<file path="config.mk">
export PLATFORM = sky130hd
export DESIGN_NAME = instr_sequencer
export DESIGN_NICKNAME = d
export VERILOG_FILES = /design/src/rtl/instr_sequencer.sv
export SDC_FILE = /design/constraint.sdc
export NUM_CORES = 1
export LEC_CHECK = 0
export CORE_ASPECT_RATIO = 0.9
export CORE_MARGIN = 2
export CORE_UTILIZATION = 53
export CTS_BUF_LIST = sky130_fd_sc_hd__clkbuf_8
export DETAILED_ROUTE_END_ITERATION = 6
export PLACE_DENSITY = 0.87
export SLEW_MARGIN = 20
export SYNTH_ARGS = -nofsm -noshare
export SYNTH_HDL_FRONTEND = slang
export SYNTH_SLANG_ARGS = --single-unit
</file>
<file path="constraint.sdc">
create_clock -name Clk -period 4.26 [get_ports Clk]
set_input_delay 0.852 -clock Clk [delete_from_list [all_inputs] [get_ports Clk]]
set_output_delay 0.852 -clock Clk [all_outputs]
set_load 0.02 [all_outputs]
</file>
<file path="src/rtl/instr_sequencer.sv">
// instr_sequencer: multi-cycle fetch/issue sequencer.
// Owns the program counter, starts on a Start pulse, advances or redirects the PC
// from the decoder's jump request, stalls issue for the load latency and stops on halt.
//
// Ports:
//   Clk, Reset_n            clock (rising edge), asynchronous active-low reset
//   Start, start_addr       begin execution at start_addr (sampled in IDLE/DONE only)
//   jump_en, jump_target    decoder redirect request for the current instruction
//   ReadMem, WriteMem, halt decoder class of the current instruction
//   PC                      registered instruction ROM address
//   issue                   instruction at PC executes this cycle
//   load_done               one-cycle pulse: load write-back happens this cycle
//   busy, Done              RUN/LOAD_WAIT and DONE status
//   instr_count             saturating retired-instruction count since last Start
module instr_sequencer #(
    parameter int unsigned PC_W     = 10,
    parameter int unsigned LOAD_LAT = 2,
    parameter int unsigned CNT_W    = 16
) (
    input  logic             Clk,
    input  logic             Reset_n,
    input  logic             Start,
    input  logic [PC_W-1:0]  start_addr,
    input  logic             jump_en,
    input  logic [PC_W-1:0]  jump_target,
    input  logic             ReadMem,
    input  logic             WriteMem,
    input  logic             halt,
    output logic [PC_W-1:0]  PC,
    output logic             issue,
    output logic             load_done,
    output logic             busy,
    output logic             Done,
    output logic [CNT_W-1:0] instr_count
);

    typedef enum logic [1:0] {
        StIdle,
        StRun,
        StLoadWait,
        StDone
    } state_e;

    state_e           state_q, state_d;
    logic [PC_W-1:0]  pc_q, pc_d;
    logic [CNT_W-1:0] cnt_q, cnt_d;
    logic [3:0]       wait_q, wait_d;
    logic             retire;

    // Stores never stall and are not otherwise consumed here.
    logic unused_write_mem;
    assign unused_write_mem = WriteMem;

    always_comb begin
        state_d = state_q;
        pc_d    = pc_q;
        cnt_d   = cnt_q;
        wait_d  = wait_q;
        retire  = 1'b0;
        unique case (state_q)
            StIdle, StDone: begin
                if (Start) begin
                    pc_d    = start_addr;
                    cnt_d   = '0;
                    state_d = StRun;
                end
            end
            StRun: begin
                if (halt) begin
                    retire  = 1'b1;
                    state_d = StDone;
                end else if (ReadMem && (LOAD_LAT > 1)) begin
                    wait_d  = 4'(LOAD_LAT - 1);
                    state_d = StLoadWait;
                end else if (ReadMem) begin
                    retire = 1'b1;
                    pc_d   = pc_q + PC_W'(1);
                end else if (jump_en) begin
                    retire = 1'b1;
                    pc_d   = jump_target;
                end else begin
                    retire = 1'b1;
                    pc_d   = pc_q + PC_W'(1);
                end
            end
            StLoadWait: begin
                wait_d = wait_q - 4'd1;
                if (wait_q == 4'd1) begin
                    retire  = 1'b1;
                    pc_d    = pc_q + PC_W'(1);
                    state_d = StRun;
                end
            end
            default: state_d = StIdle;
        endcase
        // The retire of the first instruction after Start cannot coincide with the clear.
        if (retire && !(&cnt_q)) begin
            cnt_d = cnt_q + CNT_W'(1);
        end
    end

    always_ff @(posedge Clk or negedge Reset_n) begin
        if (!Reset_n) begin
            state_q <= StIdle;
            pc_q    <= '0;
            cnt_q   <= '0;
            wait_q  <= '0;
        end else begin
            state_q <= state_d;
            pc_q    <= pc_d;
            cnt_q   <= cnt_d;
            wait_q  <= wait_d;
        end
    end

    always_comb begin
        PC          = pc_q;
        instr_count = cnt_q;
        issue       = (state_q == StRun);
        busy        = (state_q == StRun) || (state_q == StLoadWait);
        Done        = (state_q == StDone);
        load_done   = (state_q == StLoadWait) && (wait_q == 4'd1);
        // Single-cycle loads write back in their own issue cycle, so the pulse must
        // follow the decoded load (halt takes priority over it).
        if (LOAD_LAT == 1) begin
            load_done = (state_q == StRun) && ReadMem && !halt;
        end
    end

endmodule

</file>
==> impl_metrics.toml <==
[setup_path]
setup.worst_path.end_class = "primary output"
crit_path_start_kind = "flop"
worst-path-max-fanout = 19
cpMaxStageDelayCell = "clkdlybuf4s50_1"
cpPeakStageDelay_ns = 0.68
setup.worst_path.class = "flop to primary output"
critPathArrivalTime_ns = 2.23
rr_worst_depth = 8
cp.depth = 5
critical-path-top-delay-family = "buffers and inverters"
worstPathRequired_ns = 3.41
worstPathCellList = "inv_1 -> ha_1 -> buf_4 -> inv_1 -> clkdlybuf4s50_1"
critical_path.most_common_cell = "inv_1"
cp_num_buf_inv = 4

[placement]
place_congestion = 0.8029
placed_cell_area_mm2 = 0.002644
dp_worst_setup_slack_ns = 1.364
dp_hpwl_um = 3652
io_buffer_count = 55

[synth]
sequential_cell_area_fraction_in_the_yosys_report = 0.3874
synth_cells = 234
yosysWarningCount = 0
synth_edf_count = 0
postSynthRegisterBits = 32
syn_area_mm2 = 0.002067
post_synth.cell_area_avg_um2 = 8.833
ys.flop_type = "dfrtp_1"
synth.lib_cells_used.distinct = 47
synth_top_cells_by_area = "dfrtp_1 (39%), nand2_1 (4.9%), ha_1 (4.2%)"
proportion_of_netlist_area_held_by_the_largest_area_contributor = 0.3874
yosys.area.top_type = "dfrtp_1"
nets_in_the_synthesized_netlist = 268
synth_async_sr_flop_share = 1.000

[cts]
numCtsBuffers = 5
post-cts-setup-buffers = 0
clk-insertion-delay-late_ns = 0.30
max-clock-path-buffers = 2
clock-root-buffer = "clkbuf_8"
clkSlewWorstSetupHoldPaths_ns = 0.07
post_cts_resize_count = 0
cts_hold_bufs = 0
cts.sink_count = 32
cts.htree.levels = 2
tritoncts = "yes"

[timing]
final.setup_skew_ns = 0.008448
slew_headroom = 0.5791
fin_tns_setup_ns = 0
pnr_worst_setup_slack_ns = 1.177
layout_min_cycle_time_ns = 3.083
fin_crit_sh = 0.7236
timing.fmax_ghz = 0.3244
rsz0062_at_grt = "false"
max_slew.worst_pin.slew_ns = 0.6298
timing.final.hold_violations = 0
final_max_slew_viol_count = 0
final_setup_violations = 0

[finish]
register_cell_area_after_layout_um2 = 800.8
layout.filler_cells = 279
insertedDiodeCount = 0
drive_above_1_share = 0.07266
final_cell_mix = "clkdlybuf4s50_1 (55), dfrtp_1 (32), nand2_1 (27), nor2_1 (16), and3_1 (13)"
multi_input_comb_area_mm2 = 0.001175
final_net_count = 322
area_delta_synth_final_pct = 32.45
final_common_cell = "clkdlybuf4s50_1"
design_area_mm2 = 0.002738

[grt]
vias_in_the_first_global_route = 1786
gr-usage-all-layers = 0.2438
global_route.overflow_total = 0
grt_antenna_before_repair = 0
largest_net_degree_at_the_start_of_global_routing = 33
grt_pass1_wl_um = 8487

[detailed_routing]
drt_first_pass_iters = 4
drcViolationCount = 0
totalWireLength_um = 5171
detail_route.iter0.violations = 154
drtAntennaViolNets = 0
drt-vias-per-instance = 6.048
route.detailed.wl_per_inst_um = 15.44
num_vias = 2026

[worst_hold_path]
hold_path_class = "flop to flop"
hold-path-cell-count = 2

[job]
cap_viol_max_count = 0

[outcome]
result_of_the_run = "completed"

[floorplan]
initial_core_utilization = 0.5540
placement_rows = 21
top_level_port_count = 57
die_height_um = 63.25
fp.coreArea_mm2 = 0.003731
fp.dieW_um = 69.83
fp.dieArea_mm2 = 0.004416

[power]
cellPowerDensity_mw_per_mm2 = 641.6
vdd_ir_drop_max_uv = 608.7
power_leakage_uw = 0.001214
-- report_power, final --
| group | switching, µW | internal, µW | total [µW] |
|---|---|---|---|
| Clock | 123 | 129 | 252 |
| Sequential | 104 | 388 | 491 |
| Combinational | 591 | 423 | 1010 |
-- cell families after synthesis --
logic type | Yosys count | synth area share
muxes | 2 | 0.01029
buffers and inverters | 21 | 0.04419
xor gates and xnor gates | 8 | 0.03389
and+or+nand+nor | 102 | 0.2615
AOI/OAI and AO/OA | 62 | 0.2204
DFF | 32 | 0.3874
adders and majority gates | 7 | 0.04237
-- synth_stat cells, types with 2 or more instances --
cell,n
and2_1,2
and4_4,2
a21oi_1,12
nand4_1,4
a211o_1,6
inv_1,10
xnor2_1,4
and3_1,13
a221oi_1,7
xor2_1,4
or2_2,3
buf_2,3
nand2_1,27
dfrtp_1,32
nor3b_1,5
a221o_1,6
nor3_1,7
ha_1,7
or3_1,3
nor2_1,16
a21oi_2,2
o21ai_0,11
nand2b_1,2
o31ai_1,7
nand3_1,10
clkbuf_1,6
nor2b_1,3
-- sequential cells by signal (all words and copies together), names as in the netlist --
name and flops:
PC 10, instr_count 16, state_q 2, wait_q 4
-- per-stage QoR --
stage,std cells,util,hold slack [ns],power (µW)
finish,335,0.7337,0.5332,1757
CTS,335,0.7337,0.5234,1755
floorplan,234,-,0.4632,1188
global placement,327,0.7086,0.4905,1470
global route,335,0.7337,0.5627,1888
detailed placement,327,0.7086,0.4875,1500
-- metal layers --
| metal | vias to the layer above | routed length, µm | track usage |
|---|---|---|---|
| met3 | 7 | 334 | 0.05280 |
| met4 | 0 | 76 | 0.09615 |
| met5 | - | 0 | 0 |
| met1 | 989 | 2302 | 0.3347 |
| met2 | 57 | 2457 | 0.3774 |
| li1 | 973 | - | - |
-- layout make-up --
class / count / area share
Tap cell: 46 / 0.02102
Clock inverter: 2 / 0.004113
Timing Repair Buffer: 58 / 0.2093
Clock buffer: 6 / 0.03016
Multi-Input combinational cell: 181 / 0.4292
Sequential cell: 32 / 0.2925
Inverter: 10 / 0.01371
-- path summary, 6_finish.rpt --
kind | slack, ns | to | start
max in group asynchronous | 3.00 | wait_q[2] | Reset_n
setup / recovery | 1.18 | busy | state_q[0]
min in group asynchronous | 0.94 | PC[6] | Reset_n
hold / removal | 0.53 | wait_q[1] | wait_q[1]
setup reg to reg | 1.66 | PC[7] | state_q[0]
hold reg to reg | 0.53 | wait_q[1] | wait_q[1]
-- worst min-delay path, delay by kind of cell (launching register included) --
kind / cells / cell delay [ns]
AO/OA/AOI/OAI: 1 / 0.06
flip-flops: 1 / 0.37
AND/OR/NAND/NOR: 1 / 0.06
(Power assumes the default switching activity.)
==> edit 1 (config.mk and constraints unchanged) <==
Make the reset (`Reset_n`) synchronous in one clocked block. Comments in the files are not updated.
--- a/src/rtl/instr_sequencer.sv
+++ b/src/rtl/instr_sequencer.sv
@@ -101,3 +101,3 @@
 
-    always_ff @(posedge Clk or negedge Reset_n) begin
+    always_ff @(posedge Clk) begin
         if (!Reset_n) begin
Function: differs if Reset_n is asserted again (counterexample within 4 cycles, from zero or initial values and one cycle with Reset_n low); with Reset_n held inactive, the same outputs for 10 cycles.
==> edit 1 against the unedited design <==
- synthesized area decreased by 3.8%
- final cell count grew 3.0%
- worst setup slack got worse by 180 ps
- sequential cell count did not move
- maximum frequency fell by 5.4%
- final area is 2.9% lower
- routed wire length grew 2.7%
- power fell by 20%
==> edit 1: results (changes against the unedited design) <==
Placed design:
- The global placer's final weighted congestion is 0.788 (-1.9%).
- The cell area after placement came to 2550 sq um (-3.5%).
- The pre-CTS worst setup slack is 1330 ps (-36.1 ps).

Outcome:
- The flow ran to the end, and the final reports show no timing, DRC or antenna violations.

Worst setup path:
- The arrival time at the worst endpoint came to 2410 ps (+180 ps).
- The largest fanout of any net on the critical path is 15 (-4).
- The setup slack of the most critical reg-to-reg path is 1790 ps (+130 ps).
- The endpoint identified for the worst register-to-register timing path is instr_count[14].
- The length in cells of the worst reg-to-reg path is 7 (-1).
- The origin of the critical flop-to-flop path is state_q[1].

Yosys:
- After synthesis, the most frequently instantiated cells are 32 x dfxtp_1, 24 x nand2_1, 20 x a21oi_1.
- The synthesized net count is 281 (+4.9%).
- The number of standard cells after synthesis is 247 (+5.6%).
- The share of synthesized area spent on multiplexers is 0.503% (-0.53 points).
- The distinct cell type count after synthesis is 50 (+6.4%).
- The share of flip-flops with an asynchronous set or reset after synthesis is 0% (-100 points).
- The share of synthesized area occupied by flip-flops and latches is 32.2% (-6.5 points).
- The post-synthesis share of cell area spent on full adders, half adders and majority gates is 4.40% (+0.17 points).
- The share of the synthesized area in compound gates (AO/OA/AOI/OAI) is 26.5% (+4.4 points).
- Sorting the synthesized cells by area gives the leading types as dfxtp_1 32%, a31oi_1 5.7%, a21oi_1 5.0%.

Layout:
- The filler cell count is 299 (+7.2%).
- The area taken by multi-input logic gates is 1230 sq um (+5.1%).
- The multi-input combinational cell count was 188 (+3.9%).
- The number of clock buffers in the layout is 5 (-1).
- The total of plain and repair buffers excluding clock buffers is 57 (-1.7%).
- The footprint of the flip-flops and latches is 641 sq um (-20%).
- The buffering overhead is 21.3% (+0.34 points).
- The non-clock inverter total of the final layout was 14 (+4).
- The relative area change from synthesis to final layout is 33.6%.
- The share of post-route cells with drive strength above 1 is 5.35% (-1.9 points).

GRT:
- The pin count of the biggest net entering global routing is 23 (-30%).
- The global-route wire length before repair came to 8560 um (+0.88%).
- The all-layer global routing usage was 26.2% (+1.8 points).

Routing:
- The total vias in the final route is 2,070 (+2.2%).
- The per-cell via count in the routed design came to 6.00 (-0.79%).
- The total iterations of the first detailed-routing run is 5 (+1).
- The number of DRC markers after the initial detailed-route iteration is 122 (-21%).

STA:
- The post-route clock skew is 5.32 ps (-3.13 ps).
- The slew at the pin with the worst max-slew slack was 843 ps (+213 ps).

Hold path:
- The endpoint of the worst hold path is instr_count[12].
- The count of cells along the worst hold path came to 1 (-1).
- The startpoint identified for the worst hold timing path is instr_count[12].

Clocking:
- The number of H-tree levels was 2 (unchanged).
- The number of sinks handled by clock tree synthesis is 32 (unchanged).

Power and ir drop:
- The sequential cell fraction of total power is 31.6% (+3.6 points).
- The power spent charging and discharging nets is 0.000587 W (-28%).
- The maximum vdd ir drop was 0.389 mV (-36%).
edit 1: changes by cell type in the layout (fill, tap and decap cells not counted), moves of 8 or more:
cell / unedited run / this run
nor2_1: 16 / 8
o211ai_1: 1 / 9
nand3b_1: 0 / 10
a31oi_1: 1 / 18
dfrtp_1: 32 / 0
dfxtp_1: 0 / 32
a21oi_1: 12 / 20
and3_1: 13 / 5
edit 1: per-layer routing:
metal	vias to the layer above	part of all wire (%)	global-route usage, %
met4	0	1.5	8.50
li1	1025	-	-
met5	-	0	0
met1	968	47	35.3
met2	69	45	40.3
met3	8	6.4	6.70
edit 1: worst max path at each step:
stage,startpoint,to,slack [ps]
after floorplan,state_q[1],PC[1],2300
after global placement,state_q[0],busy,1340
after detailed placement,state_q[0],busy,1330
after CTS,state_q[0],busy,980
after global routing,state_q[0],busy,850
final,state_q[0],busy,1000
==> edit 2 (same settings) <==
Made on the original files. `PC_W`: 10 -> 12.
--- a/src/rtl/instr_sequencer.sv
+++ b/src/rtl/instr_sequencer.sv
@@ -15,3 +15,3 @@
 module instr_sequencer #(
-    parameter int unsigned PC_W     = 10,
+    parameter int unsigned PC_W     = 12,
     parameter int unsigned LOAD_LAT = 2,
Ports: changed (resized PC, jump_target and start_addr); port bits go from 57 to 63. The function was not compared with the original's and may differ.
==> edit 2 against the unedited design <==
- non-clock buffer count increased by 5
- routed wire length increased by 18%
- worst setup slack improved by 69 ps
- final area increased by 8.2%
- worst hold slack improved by 1.4 ps
- count of clock-buffer cells in the layout unchanged
- synthesized area increased by 8.1%
- sequential cell count increased by 2
- power increased by 9.4%
- critical path type unchanged
- largest power group unchanged
- highest routed layer unchanged
==> edit 2: results (changes against the unedited design) <==
Outcome:
- The run finished with clean final reports.

Power and ir drop:
- The cell leakage power is 1.22 nW (+0.72%).
- The maximum vdd ir drop is 0.439 mV (-28%).

Hold path:
- The min-delay analysis places its worst path in the category register to register.

Yosys:
- The commonest cells after synthesis are 35 x nand2_1, 34 x dfrtp_1, 26 x nand3_1.
- The number of warning messages in the yosys log is 0 (unchanged).
- The synthesized net count is 303 (+13%).
- The distinct cell type count after synthesis is 50 (+6.4%).
- The share of synthesized area occupied by flip-flops and latches is 38.1% (-0.65 points).
- By area the synthesized netlist is led by dfrtp_1 38%, nand2_1 5.9%, nand3_1 5.8%.
- The share of flip-flops with an asynchronous set or reset after synthesis was 100% (unchanged).
- The most frequently used flop master after synthesis is dfrtp_1.

Clocking:
- CTS placed an instance of clkbuf_8 at the clock tree root.
- The insertion delay to the later sink of the worst-skew pair is 300 ps (about the same).
- The number of buffers inserted during clock tree synthesis came to 5 (unchanged).
- The number of H-tree levels is 2 (unchanged).
- The clock input transition at the sequential cells of the worst setup and hold paths came to 70 ps (about the same).
- The largest buffer count on any clock path is 2 (unchanged).
- The post-CTS repair timing setup buffer count is 0 (unchanged).

Worst setup path:
- The delay contributed by the slowest stage of the critical path is 670 ps.
- The slowest stage of the critical path belongs to the cell ha_1.
- The largest fanout of any net on the critical path is 16 (-3).
- The top cell family by delay on the critical path is buffers and inverters.
- The arrival time at the worst endpoint is 2160 ps (-70 ps).

Layout:
- The share of post-route cells with drive strength above 1 is 5.20% (-2.1 points).
- The final antenna diode count is 0 (unchanged).
- The filler cell count is 329 (+18%).
- The final net count is 364 (+13%).
- The flip-flop count of the largest register after layout came to 16 (unchanged).

Routing:
- The detailed-routing wirelength on met1 is 2690 um (+17%).
- The total vias in the final route is 2,357 (+16%).
- The highest metal layer carrying signal wires in the routed design is met4.
- The detailed-routed wire length on met3 was 467 um (+40%).
- The total iterations of the first detailed-routing run was 5 (+1).
- The met2 wirelength from detailed routing is 2840 um (+15%).
- The number of DRC markers after the initial detailed-route iteration was 202 (+31%).
- The average detailed-routed wire length per instance was 16.3 um (+5.6%).

Placed design:
- The half-perimeter wire length after placement is 4320 um (+18%).
- The count of input and output buffers came to 61 (+11%).
- The cell area after placement was 2870 sq um (+8.6%).
- The global placer's final weighted congestion is 0.846 (+5.3%).

STA:
- The headroom to the max-slew limit is 49.3% (-8.6 points).
- The post-route clock skew was 8.85 ps (+0.401 ps).

GRT:
- The number of antenna violations at the first check in global routing is 0 (unchanged).
- The all-layer global routing usage is 27.3% (+2.9 points).
- The via count of the first global-routing pass is 2,169 (+21%).
- The pin count of the biggest net entering global routing came to 35 (+6.1%).
- The global-route wire length before repair was 10,100 um (+19%).
## edit 2: power breakdown
part / leakage [nW] / internal (W) / switching (W) / total [W]
clock: 0.0524 / 0.000128 / 0.000121 / 0.000249
sequential: 0.442 / 0.000416 / 0.000121 / 0.000537
combinational: 0.728 / 0.000451 / 0.000684 / 0.00114
## edit 2: cell type report
class                           count  area, sq um  share of cell area [%]
Multi-Input combinational cell    210         1290                    43.5
Sequential cell                    34          851                    28.7
Timing Repair Buffer               63          626                    21.1
Clock buffer                        6         82.6                    2.79
Tap cell                           48         60.1                    2.03
Inverter                           12         45.0                    1.52
Clock inverter                      2         8.76                   0.296
## edit 2: path summary, 6_finish.rpt
| kind | from | end | slack [ps] | depth (start not counted) |
|---|---|---|---|---|
| max | state_q[0] | busy | 1250 | 4 |
| min | wait_q[1] | wait_q[1] | 530 | 2 |
| max reg2reg | state_q[0] | PC[6] | 1420 | 8 |
| min reg2reg | wait_q[1] | wait_q[1] | 530 | 2 |
| max in group asynchronous | Reset_n | instr_count[11] | 2970 | 2 |
| min in group asynchronous | Reset_n | PC[9] | 960 | 2 |
## edit 2: kinds of logic after synthesis
kind of cell | after synthesis | synth area share (%)
compound gates | 72 | 23.4
mux | 1 | 0.448
xor+xnor | 7 | 2.75
fa+ha+maj | 7 | 3.92
simple gates | 123 | 27.2
flops | 34 | 38.1
buf+inv | 21 | 4.20
## edit 2: through the flow
stage / util [%] / std cells / hold WS, ps / setup slack [ps]
6_report: 72.7 / 375 / 535 / 1250
5_1_grt: 72.7 / 375 / 572 / 1080
4_1_cts: 72.7 / 375 / 524 / 1240
3_5_place_dp: 70.5 / 367 / 509 / 1470
3_3_place_gp: 70.5 / 367 / 487 / 1530
2_1_floorplan: - / 265 / 463 / 1940
## edit 2: tightest hold or removal path: cells and delay by family, from the launching register on
kind            cells  cell delay, ps
compound gates      1              70
flops               1             380
simple gates        1              50
## edit 2: metal layers
layer	vias up	GRT usage, %
met4	0	11.1
met1	1124	36.2
met2	105	42.8
li1	1114	-
met5	-	0
met3	14	6.75
